===== config.mk =====
export PLATFORM = sky130hd
export DESIGN_NAME = systolic_array_ctrl
export DESIGN_NICKNAME = d
export VERILOG_FILES = /design/src/rtl/systolic_array_ctrl.sv
export SDC_FILE = /design/constraint.sdc
export NUM_CORES = 1
export LEC_CHECK = 0
export BUFFER_PORTS_ARGS = -buffer_cell sky130_fd_sc_hd__buf_2
export CAP_MARGIN = 25
export CORE_UTILIZATION = 45
export DETAILED_ROUTE_END_ITERATION = 8
export SYNTH_ARGS = -nofsm -noshare
export SYNTH_HDL_FRONTEND = slang
export SYNTH_SLANG_ARGS = --single-unit

===== constraint.sdc =====
create_clock -name clk -period 2.6 [get_ports clk]
set_input_delay 0.52 -clock clk [delete_from_list [all_inputs] [get_ports clk]]
set_output_delay 0.52 -clock clk [all_outputs]
set_load 0.01 [all_outputs]

===== src/rtl/systolic_array_ctrl.sv =====
// Sequencer for a weight-stationary systolic array: weight load, compute, drain, done.
// Optional perf counters (cyc_cnt, bub_cnt) are built when SA_CTRL_PERF_CNT_EN is defined.
module systolic_array_ctrl #(
    parameter int ARRWIDTH  = 8,
    parameter int ARRHEIGHT = 8,
    parameter int CNTWIDTH  = 16
) (
    input  logic                clk,
    input  logic                reset_n,
    input  logic                start,
    input  logic [CNTWIDTH-1:0] num_vectors,
    input  logic                w_valid,
    output logic                w_ready,
    input  logic                a_valid,
    output logic                a_ready,
    output logic                sa_mode,
    output logic                sa_a_zero,
    output logic                ps_valid,
    output logic                busy,
    output logic                done,
    output logic                err
`ifdef SA_CTRL_PERF_CNT_EN
    ,
    output logic [31:0]         cyc_cnt,
    output logic [31:0]         bub_cnt
`endif
);

    localparam int LAT = ARRHEIGHT + ARRWIDTH + 1;
    localparam int RW  = (ARRHEIGHT > 1) ? $clog2(ARRHEIGHT) : 1;
    localparam int DW  = $clog2(LAT);
    localparam logic [RW-1:0] ROW_LAST   = RW'(ARRHEIGHT - 1);
    localparam logic [DW-1:0] DRAIN_LAST = DW'(LAT - 1);

    typedef enum logic [2:0] {
        ST_IDLE,
        ST_LOAD_W,
        ST_COMPUTE,
        ST_DRAIN,
        ST_FINISH
    } state_e;

    state_e              state_q, state_d;
    logic [CNTWIDTH-1:0] nvec_q, nvec_d;
    logic [CNTWIDTH-1:0] vec_q, vec_d;
    logic [RW-1:0]       row_q, row_d;
    logic [DW-1:0]       drn_q, drn_d;
    logic                err_q, err_d;
    logic [LAT-1:0]      vld_q;
    logic                accept;

    always_comb begin
        // NOTE: every next-state value and output is defaulted first so no latch is inferred.
        state_d   = state_q;
        nvec_d    = nvec_q;
        vec_d     = vec_q;
        row_d     = row_q;
        drn_d     = drn_q;
        err_d     = err_q;
        w_ready   = 1'b0;
        a_ready   = 1'b0;
        sa_mode   = 1'b0;
        sa_a_zero = 1'b1;
        done      = 1'b0;

        unique case (state_q)
            ST_IDLE: begin
                if (start) begin
                    nvec_d  = num_vectors;
                    err_d   = 1'b0;
                    vec_d   = '0;
                    row_d   = '0;
                    drn_d   = '0;
                    state_d = ST_LOAD_W;
                end
            end
            ST_LOAD_W: begin
                w_ready = 1'b1;
                if (w_valid) begin
                    row_d = row_q + RW'(1);
                    if (row_q == ROW_LAST)
                        state_d = (nvec_q == '0) ? ST_FINISH : ST_COMPUTE;
                end else begin
                    // Weight rows must arrive back to back; a gap aborts the job.
                    err_d   = 1'b1;
                    state_d = ST_FINISH;
                end
            end
            ST_COMPUTE: begin
                sa_mode   = 1'b1;
                a_ready   = 1'b1;
                sa_a_zero = ~a_valid;
                if (a_valid) begin
                    vec_d = vec_q + CNTWIDTH'(1);
                    if (vec_q + CNTWIDTH'(1) == nvec_q)
                        state_d = ST_DRAIN;
                end
            end
            ST_DRAIN: begin
                sa_mode = 1'b1;
                drn_d   = drn_q + DW'(1);
                if (drn_q == DRAIN_LAST)
                    state_d = ST_FINISH;
            end
            ST_FINISH: begin
                done    = 1'b1;
                state_d = ST_IDLE;
            end
            default: state_d = ST_IDLE;
        endcase
    end

    always_ff @(posedge clk or negedge reset_n) begin
        // NOTE: sequential state uses non-blocking assignments so all flops update together.
        if (!reset_n) begin
            state_q <= ST_IDLE;
            nvec_q  <= '0;
            vec_q   <= '0;
            row_q   <= '0;
            drn_q   <= '0;
            err_q   <= 1'b0;
        end else begin
            state_q <= state_d;
            nvec_q  <= nvec_d;
            vec_q   <= vec_d;
            row_q   <= row_d;
            drn_q   <= drn_d;
            err_q   <= err_d;
        end
    end

    assign accept = a_valid & a_ready;

    // Valid pipe mirrors the array latency; it advances only while the array shifts.
    always_ff @(posedge clk or negedge reset_n) begin
        // NOTE: this pipe is plain flops, so it is reset to drop in-flight valids on abort.
        if (!reset_n)
            vld_q <= '0;
        else if (sa_mode)
            vld_q <= {vld_q[LAT-2:0], accept};
    end

    assign ps_valid = vld_q[LAT-1];
    assign busy     = (state_q != ST_IDLE);
    assign err      = err_q;

`ifdef SA_CTRL_PERF_CNT_EN
    logic [31:0] cyc_q;
    logic [31:0] bub_q;

    always_ff @(posedge clk or negedge reset_n) begin
        if (!reset_n) begin
            cyc_q <= '0;
            bub_q <= '0;
        end else if (state_q == ST_IDLE) begin
            if (start) begin
                cyc_q <= '0;
                bub_q <= '0;
            end
        end else begin
            cyc_q <= cyc_q + 32'd1;
            if (state_q == ST_COMPUTE && !a_valid)
                bub_q <= bub_q + 32'd1;
        end
    end

    assign cyc_cnt = cyc_q;
    assign bub_cnt = bub_q;
`endif

endmodule


After elaboration in Yosys (flattened, before gate mapping)
Cells that the tools add are included.
{ "classes": {"n_addsub": 3, "n_eq_ne": 14, "muxes": 24, "bitwise_logic": 2, "reduce_logical": 13} }
{ "op_table": {"columns": ["cell", "n"], "rows": [
  ["2-to-1 mux 16 bit", 2],
  ["case mux 16 bit (2 select lines)", 1],
  ["2-to-1 mux 3 bit", 9],
  ["adder 16 x 1 -> 16 bit, second input constant", 1],
  ["equality test 16 bit", 1],
  ["logical NOT 16 bit", 1],
  ["!= test 2 bit, second input constant", 6],
  ["case mux 3 bit (4 select lines)", 1],
  ["case mux 5 bit (2 select lines)", 1],
  ["AND reduction 3 bit", 3],
  ["2-to-1 mux 1 bit", 7],
  ["equality test 3 x 2 -> 1 bit, second input constant", 2],
  ["equality test 3 bit, second input constant", 2],
  ["case mux 3 bit (2 select lines)", 1],
  ["nonzero test 2 bit", 3],
  ["adder 5 x 1 -> 5 bit, second input constant", 1],
  ["equality test 5 bit, second input constant", 1],
  ["2-to-1 mux 5 bit", 1],
  ["AND reduction 5 bit", 1],
  ["AND reduction 2 bit", 2],
  ["adder 3 x 1 -> 3 bit, second input constant", 1],
  ["equality test 3 x 1 -> 1 bit, second input constant", 1],
  ["logical NOT 3 bit", 1],
  ["!= test 3 bit, second input constant", 1],
  ["other kinds (5)", 5]
]} }
{ "word_totals": {"reg_bits": 61, "inputBits": 21, "output_inout_bits": 8, "word_cells": 63} }

Depth between registers and ports, before layout
{ "depth": {"depth_word": 5, "depth_mapped": 8, "ltp_nobuf": 7} }

Least setup slack after synthesis
Ideal clock, no wire load.
{ "synth_timing": {"path_kind": "flip-flop to flip-flop", "start": "reg vec_q[0]", "end": "reg state_q[0]", "setup_ns": 0.095, "arrival_time_ns": 1.864, "required_time_ns": 2.505, "setup_slack_ns": 0.641, "stages_incl_launch_ff": 8, "path_buffers": 1, "period_less_slack_ns": 1.959, "path_cell_list": "dfrtp_1 > ha_1 > nand3_2 > or3_1 > buf_6 > a311oi_2 > nand4_1 > o31ai_1"} }
{ "synth_via": {"elab_chain_cells": 4} }
{ "synth_lines": {"columns": ["element", "line", "text"], "rows": [
  ["start, declared", "45", "logic [CNTWIDTH-1:0] vec_q, vec_d;"],
  ["start signal, assigned", "125", "vec_q <= vec_d;"],
  ["adder 16 x 1 -> 16 bit", "95", "if (vec_q + CNTWIDTH'(1) == nvec_q)"],
  ["equality test 16 bit", "95", null],
  ["!= test 2 bit (no line)", null, null],
  ["AND reduction 5 bit (no line)", null, null],
  ["end signal, assigned", "123", "state_q <= state_d;"],
  ["end, declared", "43", "state_e state_q, state_d;"]
]} }
No other way between the ends.
A chain may end at the register's enable or synchronous reset.

Worst setup path in the final report
{ "layout_timing": {"start": "reg state_q[1]", "end": "out sa_a_zero"} }
{ "layout_via": {"elab_chain_cells": 2} }
{ "layout_lines": {"columns": ["element", "line", "text"], "rows": [
  ["equality test 3 x 2 -> 1 bit", "66", "unique case (state_q)"],
  ["2-to-1 mux 1 bit", "66", null],
  ["end, declared", "17", "output logic sa_a_zero,"]
]} }
No other way between the ends.

==> results.cfg <==
[outcome]
status = completed

[clock_tree]
cts_inserted_buffers = 9
cts_tree = built
clock-root-buffer = clkbuf_8
cts_setup_buffers = 0
clk_pin_slew_ns = 0.07
clk_latency_ns = 0.33
holdBufCountCts = 0
cts.repair.resized = 0
clock_sinks = 61
htreeDepth = 3
clk_path_buf_depth = 2

[finish]
nets = 360
area_delta_synth_final_pct = 14.3
drive_gt1_share_pct = 26.9
seqCellArea_mm2 = 0.00153
multi_input_area_mm2 = 0.00158
fillers = 633
num_antenna_cells = 0
final_area_mm2 = 0.00369

[sta]
period_share_pct = 88.3
fin_skew_ns = 0.0115
worst_slew_pin_slew_ns = 0.650
clock.fmax_mhz = 436
setup_viol = 0
hold_violations = 0
tns_ns = 0
rsz0062_at_grt = no
post-route-min-period_ns = 2.30
slew_headroom_pct = 56.1
slew_viol_final = 0

[floorplan]
boundaryPins = 29
rows = 30
die_h_um = 86.6
core-area_mm2 = 0.00687
design.die.area_mm2 = 0.00751
initial_core_util_pct = 46.9
die_w_um = 86.6

[setup_path]
cp-start-kind = flop
cp_max_fo = 15
r2r_cells = 7
critical_path_class = reg -> out
crit_arrival_ns = 1.78
cp_data_required_time_ns = 2.08
endpoint_kind = output port

[synth]
yosys-top-cells-area = dfrtp_1 47%, mux2_2 11%, o21ai_0 4.0%, xnor2_1 3.0%, xor2_1 2.7%
synth-seq-cells = 61
yosys_warnings = 0
synth_top_area_share_pct = 47.3
yosysMostFrequentCell = dfrtp_1
synthMuxAreaShare_pct = 12.1
synth_cell_types = 48
avgSynthCellArea_um2 = 10.7
synth_fa_ha_area_share_pct = 1.94
synth-simple-area-share_pct = 14.7
yosysTopAreaCell = dfrtp_1
netlist_area_mm2 = 0.00322
synth_compound_area_share_pct = 14.4
yosysSeqAreaShare_pct = 47.3
synth_common_cells = 61 x dfrtp_1, 32 x mux2_2, 26 x o21ai_0, 20 x nor2_1, 19 x nand2_1
async_flop_share_pct = 100
synth_top_family_by_area = simple AND/OR/NAND/NOR gates
postSynthCellCount = 302
synth-xor-area-share_pct = 5.70
synth_ff_type = dfrtp_1
synth_nets = 328
synth_edf_count = 0

[global_routing]
grt_pass1_vias = 2239
grt.total_usage_pct = 20.1
antenna_found_initial = 0
grt_pass1_wl_um = 11400
grt_max_degree = 36
grt-ovfl-total = 0

[power]
max-vdd-ir-drop_v = 0.000509
power_density_mw_per_mm2 = 1030
leakage_nw = 1.61

[drt]
routed_wl_um = 6880
drt_iter0_markers = 91
drtPass1Iterations = 4
ant_nets = 0
drt-wirelength-per-cell_um = 15.9
drc = 0
routed_via_density = 5.48
vias = 2378

[worst_hold_path]
hp-class = in -> async

[place]
dp_hpwl_um = 4820
numPortBuffers = 28
gp_congestion = 0.865
placed_cell_area_mm2 = 0.00347

[flow_run]
maxCapViolations = 0
kinds of logic (layout without fill, tap and decap cells):
group | after synthesis | count (layout)
simple gates | 86 | 86
compound gates | 69 | 69
flops | 61 | 61
mux | 35 | 35
buf+inv | 25 | 61
xor+xnor | 21 | 21
fa+ha+maj | 5 | 5
worst max-delay path: stages, from the launching register on:
cell,delay [ns]
dfrtp_1,0.63
and4bb_2,0.42
inv_1,0.20
buf_2,0.19
layout make-up:
class                      count  share of cell area [%]
multi-input combinational    216                    42.8
sequential                    61                    41.4
timing repair buffer          36                    5.77
clock buffer                  10                    3.73
tap                           96                    3.26
clock inverter                 5                    2.04
inverter                      10                    1.02
layout by cell type, fill, tap and decap left out, drive strengths merged, types with 7 or more instances in the layout:
cell type,synthesis,routed
mux2,32,32
inv,10,10
buf,8,36
dfrtp,61,61
clkbuf,7,10
a21oi,12,12
nor2,20,20
xor2,10,10
xnor2,11,11
nand2,20,20
o31ai,7,7
o21ai,26,26
nand3,12,12
worst paths after layout:
check / to / slack, ns / startpoint
min in group clk: nvec_q[12] / 0.41 / num_vectors[12]
max: sa_a_zero / 0.30 / state_q[1]
min reg2reg: row_q[0] / 0.50 / row_q[0]
max in group asynchronous: nvec_q[4] / 1.81 / reset_n
min: vld_q[7] / 0.19 / reset_n
max reg2reg: state_q[0] / 0.30 / vec_q[0]
metrics by stage:
stage          utilization, %  hold slack (ns)  worst slack (ns)  instances  total power [W]
6_report                 53.7            0.195             0.305        434          0.00379
5_1_grt                  53.7            0.241             0.137        434          0.00404
4_1_cts                  53.7            0.203             0.251        434          0.00383
3_5_place_dp             50.6            0.489             0.341        419          0.00290
3_3_place_gp             50.6            0.478             0.409        419          0.00288
2_1_floorplan               -            0.224             0.641        302          0.00250
routing by layer:
| metal | track usage, % | wire (um) |
|---|---|---|
| met5 | 0 | 0 |
| met4 | 7.42 | 103 |
| met2 | 29.8 | 3120 |
| met3 | 4.67 | 264 |
| met1 | 28.7 | 3390 |
flip-flops by register name, summed over array words and instances, names as in the netlist:
register  flops
vld_q        17
nvec_q       16
vec_q        16
drn_q         5
row_q         3
state_q       3
err           1
power breakdown:
group,switching [W],internal (W),leakage (nW)
clock,0.000360,0.000555,0.112
sequential,0.000311,0.00126,0.791
combinational,0.000631,0.000672,0.709
(Power assumes the default switching activity.)
